File: src/rtl/uart_packet_bridge_pkg.sv
// Shared types and helpers for the UART packet bridge: FSM state encodings and
// the length-field width rule used by every parameter list in the bridge.
package uart_bridge_pkg;

  typedef enum logic {
    TX_IDLE,
    TX_SEND
  } tx_state_e;

  typedef enum logic [1:0] {
    RX_IDLE,
    RX_FILL,
    RX_COMMIT
  } rx_state_e;

  // Bits needed to hold any count from 0 up to and including max_len.
  function automatic int len_width(input int max_len);
    return $clog2(max_len + 1);
  endfunction

endpackage

File: src/rtl/uart_packet_bridge_if.sv
// Bundle of every handshake/bus signal of the bridge: the wide-word TX/RX queue
// ports and the byte-serial UART ports. slave = bridge view, master = environment.
interface uart_packet_bridge_if
  import uart_bridge_pkg::*;
#(
  parameter int TX_BYTES = 24,
  parameter int RX_BYTES = 16,
  parameter int DEPTH    = 4,
  parameter int TXL_W    = len_width(TX_BYTES),
  parameter int RXL_W    = len_width(RX_BYTES),
  parameter int LVL_W    = len_width(DEPTH)
) ();

  logic                    tx_push;
  logic [TX_BYTES*8-1:0]   tx_data;
  logic [TXL_W-1:0]        tx_len;
  logic                    tx_ready;
  logic                    tx_byte_valid;
  logic [7:0]              tx_byte;
  logic                    tx_byte_ready;
  logic [LVL_W-1:0]        tx_level;

  logic                    rx_byte_valid;
  logic [7:0]              rx_byte;
  logic                    rx_byte_ready;
  logic                    rx_flush;
  logic                    rx_valid;
  logic [RX_BYTES*8-1:0]   rx_data;
  logic [RXL_W-1:0]        rx_len;
  logic                    rx_pop;
  logic [LVL_W-1:0]        rx_level;

  modport slave (
    input  tx_push, tx_data, tx_len, tx_byte_ready,
    input  rx_byte_valid, rx_byte, rx_flush, rx_pop,
    output tx_ready, tx_byte_valid, tx_byte, tx_level,
    output rx_byte_ready, rx_valid, rx_data, rx_len, rx_level
  );

  modport master (
    output tx_push, tx_data, tx_len, tx_byte_ready,
    output rx_byte_valid, rx_byte, rx_flush, rx_pop,
    input  tx_ready, tx_byte_valid, tx_byte, tx_level,
    input  rx_byte_ready, rx_valid, rx_data, rx_len, rx_level
  );

endinterface

File: src/rtl/uart_packet_bridge_queue.sv
// Packet FIFO with wrap-bit pointers and a combinational head read, so the
// consumer sees the oldest entry in the same cycle it becomes non-empty.
module packet_queue #(
  parameter int W     = 8,
  parameter int DEPTH = 4,
  parameter int LVL_W = $clog2(DEPTH + 1)
) (
  input  logic             clk,
  input  logic             rst_n,
  input  logic             push,
  input  logic [W-1:0]     push_data,
  input  logic             pop,
  output logic [W-1:0]     head,
  output logic             full,
  output logic             empty,
  output logic [LVL_W-1:0] level
);

  localparam int AW = $clog2(DEPTH);

  logic [AW:0]  wr_ptr_reg, wr_ptr_next;
  logic [AW:0]  rd_ptr_reg, rd_ptr_next;
  logic [W-1:0] mem [DEPTH];
  logic         push_ok;
  logic         pop_ok;

  assign empty   = (wr_ptr_reg == rd_ptr_reg);
  assign full    = (wr_ptr_reg[AW-1:0] == rd_ptr_reg[AW-1:0]) &&
                   (wr_ptr_reg[AW] != rd_ptr_reg[AW]);
  assign level   = LVL_W'(wr_ptr_reg - rd_ptr_reg);
  assign push_ok = push && !full;
  assign pop_ok  = pop && !empty;
  assign head    = mem[rd_ptr_reg[AW-1:0]];

  always_comb begin
    wr_ptr_next = wr_ptr_reg;
    rd_ptr_next = rd_ptr_reg;
    if (push_ok) wr_ptr_next = wr_ptr_reg + (AW+1)'(1);
    if (pop_ok)  rd_ptr_next = rd_ptr_reg + (AW+1)'(1);
  end

  always_ff @(posedge clk or negedge rst_n) begin
    if (!rst_n) begin
      wr_ptr_reg <= '0;
      rd_ptr_reg <= '0;
    end else begin
      wr_ptr_reg <= wr_ptr_next;
      rd_ptr_reg <= rd_ptr_next;
    end
  end

  // Storage is never reset; only entries between the pointers are ever read.
  always_ff @(posedge clk) begin
    if (push_ok) mem[wr_ptr_reg[AW-1:0]] <= push_data;
  end

endmodule

File: src/rtl/uart_packet_bridge.sv
// Packet bridge between a wide-word processor port and a byte-serial UART:
// TX queue + LSB-first serialiser, RX packer with idle timeout + RX queue.
module uart_packet_bridge
  import uart_bridge_pkg::*;
#(
  parameter int TX_BYTES = 24,
  parameter int RX_BYTES = 16,
  parameter int DEPTH    = 4,
  parameter int TIMEOUT  = 500000,
  parameter int TXL_W    = len_width(TX_BYTES),
  parameter int RXL_W    = len_width(RX_BYTES),
  parameter int LVL_W    = len_width(DEPTH)
) (
  input  logic                clk,
  input  logic                rst_n,
  uart_packet_bridge_if.slave bus
);

  localparam int TX_W  = TX_BYTES * 8;
  localparam int RX_W  = RX_BYTES * 8;
  localparam int TXQ_W = TX_W + TXL_W;
  localparam int RXQ_W = RX_W + RXL_W;
  localparam int TMR_W = $clog2(TIMEOUT);

  // ---------------- TX path ----------------
  tx_state_e        tx_state_reg, tx_state_next;
  logic [TXL_W-1:0] tx_idx_reg, tx_idx_next;
  logic [TXL_W-1:0] tx_len_clamped;
  logic             tx_q_push, tx_q_pop, tx_full, tx_empty;
  logic [TXQ_W-1:0] tx_head;
  logic [TXL_W-1:0] tx_head_len;
  logic [7:0]       tx_lane [TX_BYTES];
  logic [7:0]       tx_sel;

  assign tx_len_clamped = (bus.tx_len > TXL_W'(TX_BYTES)) ? TXL_W'(TX_BYTES) : bus.tx_len;
  assign tx_q_push      = bus.tx_push && (bus.tx_len != '0);
  assign bus.tx_ready   = !tx_full;

  packet_queue #(
    .W     (TXQ_W),
    .DEPTH (DEPTH),
    .LVL_W (LVL_W)
  ) u_tx_queue (
    .clk       (clk),
    .rst_n     (rst_n),
    .push      (tx_q_push),
    .push_data ({tx_len_clamped, bus.tx_data}),
    .pop       (tx_q_pop),
    .head      (tx_head),
    .full      (tx_full),
    .empty     (tx_empty),
    .level     (bus.tx_level)
  );

  assign tx_head_len = tx_head[TXQ_W-1 -: TXL_W];

  genvar gi;
  generate
    for (gi = 0; gi < TX_BYTES; gi++) begin : g_tx_lane
      assign tx_lane[gi] = tx_head[8*gi +: 8];
    end
  endgenerate

  always_comb begin
    tx_state_next = tx_state_reg;
    tx_idx_next   = tx_idx_reg;
    tx_q_pop      = 1'b0;
    tx_sel        = '0;
    for (int i = 0; i < TX_BYTES; i++) begin
      if (tx_idx_reg == TXL_W'(i)) tx_sel = tx_lane[i];
    end
    case (tx_state_reg)
      TX_IDLE: begin
        if (!tx_empty) begin
          tx_state_next = TX_SEND;
          tx_idx_next   = '0;
        end
      end
      TX_SEND: begin
        if (bus.tx_byte_ready) begin
          if (tx_idx_reg == tx_head_len - TXL_W'(1)) begin
            tx_q_pop      = 1'b1;
            tx_state_next = TX_IDLE;
          end else begin
            tx_idx_next = tx_idx_reg + TXL_W'(1);
          end
        end
      end
      default: tx_state_next = TX_IDLE;
    endcase
  end

  always_ff @(posedge clk or negedge rst_n) begin
    if (!rst_n) begin
      tx_state_reg <= TX_IDLE;
      tx_idx_reg   <= '0;
    end else begin
      tx_state_reg <= tx_state_next;
      tx_idx_reg   <= tx_idx_next;
    end
  end

  assign bus.tx_byte_valid = (tx_state_reg == TX_SEND);
  assign bus.tx_byte       = bus.tx_byte_valid ? tx_sel : 8'h00;

  // ---------------- RX path ----------------
  rx_state_e        rx_state_reg, rx_state_next;
  logic [RX_W-1:0]  stage_reg, stage_next;
  logic [RXL_W-1:0] cnt_reg, cnt_next;
  logic [TMR_W-1:0] timer_reg, timer_next;
  logic [RX_W-1:0]  stage_written;
  logic [RXL_W-1:0] cnt_plus;
  logic             rx_accept, rx_q_push, rx_full, rx_empty;
  logic [RXQ_W-1:0] rx_head;

  assign bus.rx_byte_ready = (rx_state_reg != RX_COMMIT);
  assign rx_accept         = bus.rx_byte_valid && bus.rx_byte_ready;
  assign cnt_plus          = cnt_reg + RXL_W'(1);

  // Incoming byte lands in the lane selected by the current count.
  generate
    for (gi = 0; gi < RX_BYTES; gi++) begin : g_rx_lane
      assign stage_written[8*gi +: 8] = (cnt_reg == RXL_W'(gi)) ? bus.rx_byte
                                                                  : stage_reg[8*gi +: 8];
    end
  endgenerate

  always_comb begin
    rx_state_next = rx_state_reg;
    stage_next    = stage_reg;
    cnt_next      = cnt_reg;
    timer_next    = timer_reg;
    rx_q_push     = 1'b0;
    case (rx_state_reg)
      RX_IDLE, RX_FILL: begin
        if (rx_accept) begin
          stage_next    = stage_written;
          cnt_next      = cnt_plus;
          timer_next    = '0;
          rx_state_next = ((cnt_plus == RXL_W'(RX_BYTES)) || bus.rx_flush) ? RX_COMMIT : RX_FILL;
        end else if (rx_state_reg == RX_FILL) begin
          if (bus.rx_flush || (timer_reg == TMR_W'(TIMEOUT - 1))) begin
            rx_state_next = RX_COMMIT;
          end else begin
            timer_next = timer_reg + TMR_W'(1);
          end
        end
      end
      RX_COMMIT: begin
        // Full is judged on the current pointers; a same-cycle pop helps next cycle.
        if (!rx_full) begin
          rx_q_push     = 1'b1;
          stage_next    = '0;
          cnt_next      = '0;
          timer_next    = '0;
          rx_state_next = RX_IDLE;
        end
      end
      default: rx_state_next = RX_IDLE;
    endcase
  end

  always_ff @(posedge clk or negedge rst_n) begin
    if (!rst_n) begin
      rx_state_reg <= RX_IDLE;
      stage_reg    <= '0;
      cnt_reg      <= '0;
      timer_reg    <= '0;
    end else begin
      rx_state_reg <= rx_state_next;
      stage_reg    <= stage_next;
      cnt_reg      <= cnt_next;
      timer_reg    <= timer_next;
    end
  end

  packet_queue #(
    .W     (RXQ_W),
    .DEPTH (DEPTH),
    .LVL_W (LVL_W)
  ) u_rx_queue (
    .clk       (clk),
    .rst_n     (rst_n),
    .push      (rx_q_push),
    .push_data ({cnt_reg, stage_reg}),
    .pop       (bus.rx_pop),
    .head      (rx_head),
    .full      (rx_full),
    .empty     (rx_empty),
    .level     (bus.rx_level)
  );

  assign bus.rx_valid = !rx_empty;
  assign bus.rx_data  = rx_empty ? '0 : rx_head[RX_W-1:0];
  assign bus.rx_len   = rx_empty ? '0 : rx_head[RXQ_W-1 -: RXL_W];

endmodule

File: src/flat_wrapper.sv
// flat-port wrapper written by rule: the top's interface ports become plain ports
module uart_packet_bridge_flat import uart_bridge_pkg::*;
#(
  parameter int TX_BYTES = 24,
  parameter int RX_BYTES = 16,
  parameter int DEPTH    = 4,
  parameter int TIMEOUT  = 500000,
  parameter int TXL_W    = len_width(TX_BYTES),
  parameter int RXL_W    = len_width(RX_BYTES),
  parameter int LVL_W    = len_width(DEPTH)
)
  (clk, rst_n, bus_tx_push, bus_tx_data, bus_tx_len, bus_tx_byte_ready, bus_rx_byte_valid, bus_rx_byte, bus_rx_flush, bus_rx_pop, bus_tx_ready, bus_tx_byte_valid, bus_tx_byte, bus_tx_level, bus_rx_byte_ready, bus_rx_valid, bus_rx_data, bus_rx_len, bus_rx_level);
  uart_packet_bridge_if #(.TX_BYTES(TX_BYTES), .RX_BYTES(RX_BYTES), .DEPTH(DEPTH), .TXL_W(TXL_W), .RXL_W(RXL_W), .LVL_W(LVL_W)) bus_i ();
  input  logic clk;
  input  logic rst_n;
  input wire logic [$bits(bus_i.tx_push)-1:0] bus_tx_push;
  input wire logic [$bits(bus_i.tx_data)-1:0] bus_tx_data;
  input wire logic [$bits(bus_i.tx_len)-1:0] bus_tx_len;
  input wire logic [$bits(bus_i.tx_byte_ready)-1:0] bus_tx_byte_ready;
  input wire logic [$bits(bus_i.rx_byte_valid)-1:0] bus_rx_byte_valid;
  input wire logic [$bits(bus_i.rx_byte)-1:0] bus_rx_byte;
  input wire logic [$bits(bus_i.rx_flush)-1:0] bus_rx_flush;
  input wire logic [$bits(bus_i.rx_pop)-1:0] bus_rx_pop;
  output wire logic [$bits(bus_i.tx_ready)-1:0] bus_tx_ready;
  output wire logic [$bits(bus_i.tx_byte_valid)-1:0] bus_tx_byte_valid;
  output wire logic [$bits(bus_i.tx_byte)-1:0] bus_tx_byte;
  output wire logic [$bits(bus_i.tx_level)-1:0] bus_tx_level;
  output wire logic [$bits(bus_i.rx_byte_ready)-1:0] bus_rx_byte_ready;
  output wire logic [$bits(bus_i.rx_valid)-1:0] bus_rx_valid;
  output wire logic [$bits(bus_i.rx_data)-1:0] bus_rx_data;
  output wire logic [$bits(bus_i.rx_len)-1:0] bus_rx_len;
  output wire logic [$bits(bus_i.rx_level)-1:0] bus_rx_level;
  assign bus_i.tx_push = bus_tx_push;
  assign bus_i.tx_data = bus_tx_data;
  assign bus_i.tx_len = bus_tx_len;
  assign bus_i.tx_byte_ready = bus_tx_byte_ready;
  assign bus_i.rx_byte_valid = bus_rx_byte_valid;
  assign bus_i.rx_byte = bus_rx_byte;
  assign bus_i.rx_flush = bus_rx_flush;
  assign bus_i.rx_pop = bus_rx_pop;
  assign bus_tx_ready = bus_i.tx_ready;
  assign bus_tx_byte_valid = bus_i.tx_byte_valid;
  assign bus_tx_byte = bus_i.tx_byte;
  assign bus_tx_level = bus_i.tx_level;
  assign bus_rx_byte_ready = bus_i.rx_byte_ready;
  assign bus_rx_valid = bus_i.rx_valid;
  assign bus_rx_data = bus_i.rx_data;
  assign bus_rx_len = bus_i.rx_len;
  assign bus_rx_level = bus_i.rx_level;
  uart_packet_bridge #(.TX_BYTES(TX_BYTES), .RX_BYTES(RX_BYTES), .DEPTH(DEPTH), .TIMEOUT(TIMEOUT), .TXL_W(TXL_W), .RXL_W(RXL_W), .LVL_W(LVL_W)) u_core (.clk(clk), .rst_n(rst_n), .bus(bus_i));
endmodule
File: config.mk
export PLATFORM = sky130hd
export DESIGN_NAME = uart_packet_bridge_flat
export DESIGN_NICKNAME = d
export VERILOG_FILES = /design/src/rtl/uart_packet_bridge_pkg.sv /design/src/rtl/uart_packet_bridge_if.sv /design/src/rtl/uart_packet_bridge_queue.sv /design/src/rtl/uart_packet_bridge.sv /design/src/flat_wrapper.sv
export SDC_FILE = /design/constraint.sdc
export NUM_CORES = 2
export LEC_CHECK = 0
export CORE_UTILIZATION = 45
export DETAILED_ROUTE_END_ITERATION = 12
export GPL_TIMING_DRIVEN = 0
export PLACE_DENSITY = 0.7
export SLEW_MARGIN = 20
export SYNTH_ARGS = -nofsm -noshare
export SYNTH_HDL_FRONTEND = slang
export SYNTH_SLANG_ARGS = --single-unit
File: constraint.sdc
create_clock -name clk -period 33.8 [get_ports clk]
set_input_delay 5.07 -clock clk [delete_from_list [all_inputs] [get_ports clk]]
set_output_delay 5.07 -clock clk [all_outputs]
set_load 0.05 [all_outputs]
==> metrics.md <==
| Metric | Value |
|---|---|
| Status | `completed` |
| Most frequent cells in the layout | `edfxtp_1 (1320), clkdlybuf4s50_1 (360), mux4_2 (313), dfrtp_1 (172), clkbuf_16 (154)` |
| CP max stage delay | `0.84 ns` |
| Die W | `363.0 um` |
| Startpoint type of the worst setup path | `register` |
| Drt first pass iters | `6` |
| CP max stage cell | `clkdlybuf4s50_1` |
| Worst path top cell family by delay | `buffers and inverters` |
| Crit Path Max Fanout | `10` |
| Commonest non-fill, non-tap cell in the layout | `edfxtp_1` |
| Final Cell Area | `70770 um^2` |
| Non-Filler Instances | `5313` |
| Unrepaired setup endpoints after global routing | `no` |
| # IOs | `363` |
| Number of synthesized flops with an enable pin | `between 1k and 1.5k` |
| Rows | `132` |
| Main area contributors after synthesis | `edfxtp_1 (68%), mux4_2 (12%), dfrtp_1 (7.3%)` |
| WL/cell | `26.94 um` |
| Post-Place Cells | `about 5.0k` |
| Residual DRC count | `0` |
| Max Clk Rate | `87.96 MHz` |
| Worst hold start | `u_core.timer_reg[4]` |
| GRT Total Usage | `21.86%` |
| Crit path capture type | `output port` |
| R2R Path Start | `u_core.u_rx_queue.rd_ptr_reg[1]` |
| Data required, critical path | `28.73 ns` |
| Largest net degree at the start of global routing | `69` |
| Clock latency on the worst-skew pair | `0.79 ns` |
| Post-CTS Hold Fix Bufs | `0` |
| Worst Hold Path Cells | `1` |
| Power Total | `0.007380 W` |
| CTS H-tree depth | `4` |
| Multi-input logic area | `13760 um^2` |
| Syn. warnings | `0` |
| WL final | `between 100000 and 150000 um` |
| Hold WS | `0.4813 ns` |
| Register bit total from synthesis | `1492` |
| DP Area | `65880 um^2` |
| Num CTS Buffers | `151` |
| Post-Synthesis Mean Instance Area | `20.43 um^2` |
| DRT iter0 DRCs | `3179` |
| Leak Pwr | `roughly 24 nW` |
| Total Nets Final | `approximately 3.7k` |
| Crit path top cell by count | `clkbuf_1` |
| Placer Congestion | `0.9657` |
| ANT nets after route | `0` |
| Initial Utilization | `45.30%` |
| Worst vdd ir | `between 0.1 and 0.15 mV` |
| Slew HR | `27.54%` |
| Pwr Density | `104.3 nW/um^2` |
| Final setup fails | `0` |
| Hold WC Path Type | `reg -> reg` |
| Fin crit period | `11.37 ns` |
| Clock-pin slew on the worst setup and hold paths | `approximately 0.06 ns` |
| CTS resizes | `0` |
| Post-Syn Area | `58660 um^2` |
| Clock Path Buffers | `3` |
| Post-CTS setup buffers | `0` |
| CP Data Arrival Time | `6.30 ns` |
| Seq/Total Area, Yosys | `74.92%` |
| Vias per inst | `around 5.7` |
| Max FFs per register | `788` |
| Flip-flop and latch area | `43940 um^2` |
| Cells after synthesis | `2871` |
| Initial antenna violation count | `36` |
| Top cell type's share of synthesized area | `approximately two thirds` |
| Levels on crit path | `10` |
| FFs w/ async S/R, synth | `11.53%` |
| Total gr overflow | `0` |
| CTS tree | `built` |
| Worst setup path startpoint | `u_core.u_rx_queue.rd_ptr_reg[1]` |
| R2R cell count | `10` |
| Port buffer count | `361` |
| Final Slew Violations | `0` |
| Max-Cap Viols | `0` |
| Vias after detailed routing | `slightly above 30k` |
| Final period util | `between 30% and 40%` |
| Area delta synth->final | `20.66%` |
| Post-detailed-placement half-perimeter wirelength | `97850 um` |
| Slew @ Worst Pin | `~1.1 ns` |
| Wire length of the first global-routing pass | `208500 um` |
| Yosys cell types | `92` |
| Main synth FF type | `edfxtp_1` |
| Ratio of cells with drive above 1 in the final layout | `23.56%` |
| # fillers | `a little under 10k` |
| Post-route setup TNS | `0 ns` |
| Crit Path Class | `reg -> out` |
| Cells along the critical path | `clkbuf_1 > clkbuf_1 > clkbuf_1 > inv_1 > ha_1 > nand3_1 > clkbuf_1 > clkbuf_1 > and2_1 > clkdlybuf4s50_1` |
| Vias in the first global route | `30.50k` |
| Clock sink count | `about 1.5k` |
| Syn Nets | `3111` |
| Core Footprint | `about 130000 um^2` |
| Die Footprint | `131800 um^2` |
| Die Y | `between 300 and 400 um` |
| Post-synth top area cell | `edfxtp_1` |
| Final hold vios | `0` |
| Worst path bufs/invs | `7` |
| Setup Skew | `0.03602 ns` |
| Root Buffer | `clkbuf_16` |
where the power goes:
part	internal (W)	switching [W]	leakage, nW
registers	0.00253	0.000168	14.2
clock network	0.000940	0.000695	2.38
logic	0.00117	0.00188	6.97
layer usage:
metal,vias up,wire length (um),GRT usage (%)
li1,12910,-,-
met1,15716,55250,28.50
met2,1360,70520,35.82
met3,299,12550,5.687
met4,50,4471,7.148
met5,-,354,0
path summary, 6_finish.rpt:
path | slack, ns | to
worst max-delay path | 22.43 | bus_rx_data[71]
worst min-delay path | 0.48 | u_core.timer_reg[4]
worst max register to register | 28.54 | u_core.u_rx_queue.mem[0][79]
worst min register to register | 0.48 | u_core.timer_reg[4]
max in group asynchronous | 28.81 | u_core.stage_reg[72]
min in group asynchronous | 4.19 | u_core.stage_reg[46]
cells in the mapped netlist, types with 31 or more instances:
cell type,number
edfxtp_1,1320
clkbuf_1,53
inv_1,31
nand2_1,78
o21ai_0,56
dfrtp_1,172
and2_1,141
nand3_1,55
a21oi_1,40
nor2_1,63
mux2_2,130
mux4_2,313
cells by family (layout without fill, tap and decap cells):
kind of cell    count (synthesis)  in the layout  synth area share, %
simple gates                  480            480                4.708
other cells                     0              6                    0
mux                           463            463                15.33
compound gates                209            209                2.372
fa+ha+maj                      28             28               0.6229
buf+inv                       176            870                1.711
xor+xnor                       23             23               0.3434
flops                        1492           1492                74.92
layout make-up:
class                      instances  share of cell area [%]
sequential                      1492                   62.09
tap                             1742                   3.080
clock buffer                     204                   5.823
inverter                          33                  0.1750
multi-input combinational       1203                   19.44
timing repair buffer             418                   7.054
buffer                           143                   1.246
antenna                            6                 0.02121
clock inverter                    72                   1.077
metrics by stage:
stage | setup WS, ns | utilization (%)
after floorplan | 19.39 | -
after global placement | 11.84 | 49.77
after detailed placement | 23.14 | 50.88
after CTS | 22.27 | 54.65
after global routing | 22.09 | 54.65
final | 22.43 | 54.66
(Power assumes the default switching activity.)
